File: config.mk
export PLATFORM = sky130hd
export DESIGN_NAME = decoder_scan_ctrl
export DESIGN_NICKNAME = d
export VERILOG_FILES = /design/src/rtl/decoder_scan_ctrl_pkg.sv /design/src/rtl/scan_dwell_counter.sv /design/src/rtl/decoder_scan_ctrl.sv
export SDC_FILE = /design/constraint.sdc
export NUM_CORES = 1
export LEC_CHECK = 0
export ABC_AREA = 1
export CORE_ASPECT_RATIO = 0.6
export CORE_UTILIZATION = 55
export CTS_BUF_LIST = sky130_fd_sc_hd__clkbuf_4
export DETAILED_ROUTE_END_ITERATION = 8
export HOLD_SLACK_MARGIN = 0.1
export PLACE_DENSITY = 0.84
export SLEW_MARGIN = 10
export SYNTH_ARGS = -nofsm -noshare
export SYNTH_HDL_FRONTEND = slang
export SYNTH_SLANG_ARGS = --single-unit
File: constraint.sdc
create_clock -name clk -period 2.2 [get_ports clk]
set_clock_uncertainty 0.15 [all_clocks]
set_input_delay 0.44 -clock clk [delete_from_list [all_inputs] [get_ports clk]]
set_output_delay 0.44 -clock clk [all_outputs]
set_load 0.02 [all_outputs]
File: src/rtl/decoder_scan_ctrl_pkg.sv
// Shared definitions for the decoder scan sequencer: state encodings,
// default dwell width and the terminal select indices.
package decoder_scan_ctrl_pkg;

  localparam int unsigned DefDwellW = 8;

  localparam logic [3:0] LastUp = 4'd15;
  localparam logic [3:0] LastDn = 4'd0;

  typedef enum logic [1:0] {
    StIdle  = 2'b00,
    StScan  = 2'b01,
    StBlank = 2'b10
  } state_e;

endpackage

File: src/rtl/scan_dwell_counter.sv
// Dwell counter: counts active cycles of the current select and flags the
// cycle on which the count reaches the latched dwell value.
module scan_dwell_counter #(
  parameter int unsigned DWELL_W = 8
) (
  input  logic               clk,
  input  logic               rst,
  input  logic               clr,
  input  logic               en,
  input  logic [DWELL_W-1:0] dwell_val,
  output logic               match
);

  localparam logic [DWELL_W-1:0] One = DWELL_W'(1);

  logic [DWELL_W-1:0] cnt_q;

  // Count register: clear has priority over increment.
  always_ff @(posedge clk or posedge rst) begin
    if (rst) begin
      cnt_q <= '0;
    end else if (clr) begin
      cnt_q <= '0;
    end else if (en) begin
      cnt_q <= cnt_q + One;
    end
  end

  assign match = (cnt_q == dwell_val);

endmodule

File: src/rtl/decoder_scan_ctrl.sv
// Sequencer driving the active-low enable and select of a 4-to-16 decoder.
// Sweeps all 16 outputs up or down, once or continuously, holding each for
// dwell+1 cycles with a one-cycle blank between selects.
module decoder_scan_ctrl
  import decoder_scan_ctrl_pkg::*;
#(
  parameter int unsigned DWELL_W = DefDwellW
) (
  input  logic               clk,
  input  logic               rst,
  input  logic               start,
  input  logic               stop,
  input  logic               dir,
  input  logic               cont,
  input  logic [DWELL_W-1:0] dwell,
  output logic               en_n,
  output logic [3:0]         S,
  output logic               busy,
  output logic               done,
  output logic               wrap
);

  state_e             state_q, state_d;
  logic [3:0]         s_q, s_d;
  logic               dir_q, dir_d;
  logic               cont_q, cont_d;
  logic [DWELL_W-1:0] dwell_q, dwell_d;
  logic               done_d, wrap_d;
  logic               en_n_q, busy_q, done_q, wrap_q;
  logic               cnt_clr, cnt_en, cnt_match;
  logic               last_idx;
  logic [3:0]         s_step;

  // Counter runs only in SCAN and restarts at every SCAN entry or exit.
  assign cnt_en  = (state_q == StScan);
  assign cnt_clr = (state_q != StScan) || cnt_match;

  scan_dwell_counter #(
    .DWELL_W (DWELL_W)
  ) u_dwell_counter (
    .clk       (clk),
    .rst       (rst),
    .clr       (cnt_clr),
    .en        (cnt_en),
    .dwell_val (dwell_q),
    .match     (cnt_match)
  );

  assign last_idx = (s_q == (dir_q ? LastDn : LastUp));
  // Mod-16 step also covers the wrap case.
  assign s_step   = dir_q ? (s_q - 4'd1) : (s_q + 4'd1);

  // Next-state, select and pulse logic.
  always_comb begin
    state_d = state_q;
    s_d     = s_q;
    dir_d   = dir_q;
    cont_d  = cont_q;
    dwell_d = dwell_q;
    done_d  = 1'b0;
    wrap_d  = 1'b0;
    unique case (state_q)
      StIdle: begin
        if (start && !stop) begin
          state_d = StScan;
          dir_d   = dir;
          cont_d  = cont;
          dwell_d = dwell;
          s_d     = dir ? LastUp : LastDn;
        end
      end
      StScan: begin
        if (stop) begin
          state_d = StIdle;
        end else if (cnt_match) begin
          if (last_idx && !cont_q) begin
            state_d = StIdle;
            done_d  = 1'b1;
          end else begin
            state_d = StBlank;
            s_d     = s_step;
            wrap_d  = last_idx;
          end
        end
      end
      StBlank: begin
        state_d = stop ? StIdle : StScan;
      end
      default: begin
        state_d = StIdle;
      end
    endcase
  end

  // State, latched configuration and registered outputs.
  always_ff @(posedge clk or posedge rst) begin
    if (rst) begin
      state_q <= StIdle;
      s_q     <= 4'd0;
      dir_q   <= 1'b0;
      cont_q  <= 1'b0;
      dwell_q <= '0;
      en_n_q  <= 1'b1;
      busy_q  <= 1'b0;
      done_q  <= 1'b0;
      wrap_q  <= 1'b0;
    end else begin
      state_q <= state_d;
      s_q     <= s_d;
      dir_q   <= dir_d;
      cont_q  <= cont_d;
      dwell_q <= dwell_d;
      en_n_q  <= (state_d != StScan);
      busy_q  <= (state_d != StIdle);
      done_q  <= done_d;
      wrap_q  <= wrap_d;
    end
  end

  assign en_n = en_n_q;
  assign S    = s_q;
  assign busy = busy_q;
  assign done = done_q;
  assign wrap = wrap_q;

endmodule

==> results.txt <==
IO Port Bufs: 21
Worst Reg2Reg Path Length in Cells: 9
Row Count: 14
Logic pwr share: 32.1%
initial antenna violation count: 0
critical path data required time: 1.61 ns
pin count of the biggest net entering global routing: 29
FMAX: 484.5 MHz
dpl cell area: 0.001732 mm^2
starting density of the core: 58.63%
max-cap violation count: 0
Place WS: 0.1151 ns
final wirelength: 3129 um
WP data arrival: 1.47 ns
R2R Path Start: dir_q
delay-heaviest family, CP: buffers and inverters
top post-synthesis cells by area: dfrtp_1 (46%), nand2_1 (10%), inv_1 (5.3%)
detailed placement HPWL: 2410 um
die area: 0.002907 mm^2
TritonCTS buffer count: 3
Rel. slew slack: 75.94%
maximum clock insertion buffer count: 2
clk slew on worst S/H paths: 0.14 ns
Post-Syn Area: 0.001479 mm^2
crit path max fanout: 6
Switching Power: 0.4366 mW
Critical Path Source Type: register
gpl congestion: 0.8271
leakage: 0.8758 nW
CTS tree: yes
Buf+Inv Stages, Crit Path: 1
Yosys top cell area share: 45.69%
Root Driver: clkbuf_4
synthesized instance count: 167
worst setup path class: register to primary output
vias: 1,164
Stages on worst setup path: 1
crit end category: primary output
design area: 0.001762 mm^2
Antenna Violating Nets Remaining: 0
GRT Util Overall: 24.91%
M3 GR Usage: 7.337%
M1 GR Usage: 34.88%
core area: 0.002522 mm^2
reg-to-reg slack, setup: 0.35 ns
# IOs: 22
crit path cell chain: clkdlybuf4s50_1
vias in the first global route: 1,105
register area: 701.9 um^2
Reg power frac: 50.1%
hold_buf cts: 0
cells resized by post-CTS repair: 0
Via density: 5.196
layout cells sized above 1: 16.67%
Seq cells post-synth: 28
area grow syn2layout: 19.12%
Period minus WS final: 2.064 ns
Setup TNS Final: 0 ns
RSZ-0062 raised after global routing: no
endpoints failing setup: 0
CP peak stage delay: 0.66 ns
clk_lat worst skew: 0.32 ns
Worst-Margin Slew: 0.3605 ns
Die X: 68.95 um
crit path from: S[0]
worst hold slack: 0.3019 ns
WL/cell: 13.97 um
area of the multi-input gates: 685.7 um^2
Net Sw Frac: 34.11%
Pwr Total: 1.280 mW
final worst path period share: 93.83%
Hold Vio Cnt, Final: 0
final global-route overflow total: 0
first-pass GRT wire length: 5147 um
number of detailed-route iterations in the first pass: 4
# fillers: 196
P_int: 0.8435 mW
clock network power share: 17.8%
TritonCTS Sinks: 28
Layout Nets: 211
sequential share of the synthesized area: 47.46%
P per Cell Area: 726.6 mW/mm^2
HP Class: primary input to async pin
1st-iter DRT viols: 100
mean post-synth cell area: 8.856 um^2
Mapped Nets: 185
Worst Setup Slack, final: 0.1358 ns
ANT cells: 0
status: finished clean
Synth cell types: 24
most crowded layer after global routing: met2
final slew viol count: 0
drc violations: 0
synth warn: 0
top cell type by total area after synthesis: dfrtp_1
postcts setup bufs: 0
slowest stage cell, crit path: clkdlybuf4s50_1
Die Span Y: 42.17 um
H-tree depth: 1
M2 GR Usage: 39.03%
IR drop worst, VDD: 0.4495 mV
[per-layer routing]
layer / wire (um) / part of all wire, %
met1: 1453 / 46
met2: 1498 / 48
met3: 176 / 5.6
met4: 0 / 0
met5: 0 / 0
[through the flow]
| step | cells | utilization [%] |
|---|---|---|
| final | 224 | 69.84 |
| after global routing | 224 | 69.84 |
| after CTS | 224 | 69.84 |
| after detailed placement | 220 | 68.65 |
| after global placement | 220 | 68.65 |
| after floorplan | 167 | - |
[logic make-up after synthesis]
kind of cell,count (synthesis),synth area share [%]
compound gates,11,3.977
xor+xnor,9,5.330
fa+ha+maj,4,3.892
buf+inv,24,6.176
flops,28,47.46
mux,6,5.076
simple gates,85,28.09
[final timing paths]
kind                                             to
max                                            S[0]
min                                            S[3]
max reg2reg                                    S[3]
min reg2reg                u_dwell_counter.cnt_q[0]
max in group asynchronous                      en_n
min in group clk           u_dwell_counter.cnt_q[0]
[placed cells by master (no fill, tap or decap), types with 2 or more instances in the layout]
master / instances
mux2_4: 2
mux2_2: 4
ha_1: 3
dfrtp_1: 27
o21ai_0: 4
nor3_1: 2
clkdlybuf4s50_1: 21
nand2_1: 40
nor3b_2: 2
clkbuf_4: 4
nand3_1: 11
inv_1: 21
nand2_4: 2
a21oi_1: 6
inv_2: 2
xor2_1: 3
nor2_1: 15
xnor2_1: 6
nor2_2: 5
nand2_2: 6
[power by group through the flow]
stage | sequential (mW) | combinational [mW] | clock [mW]
global route | 0.648 | 0.449 | 0.254
floorplan | 0.660 | 0.245 | 0
detailed placement | 0.651 | 0.404 | 0
global placement | 0.642 | 0.380 | 0
CTS | 0.640 | 0.408 | 0.238
finish | 0.642 | 0.411 | 0.227
[registers in the layout, summed over array words and instances, names as in the netlist, 2 cells and up]
| signal | flops |
|---|---|
| u_dwell_counter.cnt_q | 8 |
| dwell_q | 8 |
| S | 4 |
| state_q | 2 |
[synth_stat cells, drive strengths merged]
cell type	count
nand2	48
dfrtp	27
inv	23
nor2	20
nand3	13
a21oi	6
mux2	6
xnor2	6
o21ai	5
ha	3
xor2	3
nor3	2
nor3b	2
buf	1
dfstp	1
fa	1
[area by class of cell]
class                   count  area share, %
clock buffers               4          1.705
inverters                  23          4.901
multi-input cells         115          38.92
flip-flops and latches     28          39.84
well taps                  32          2.273
repair buffers             22          12.36
Power figures use the tool's default switching activity.
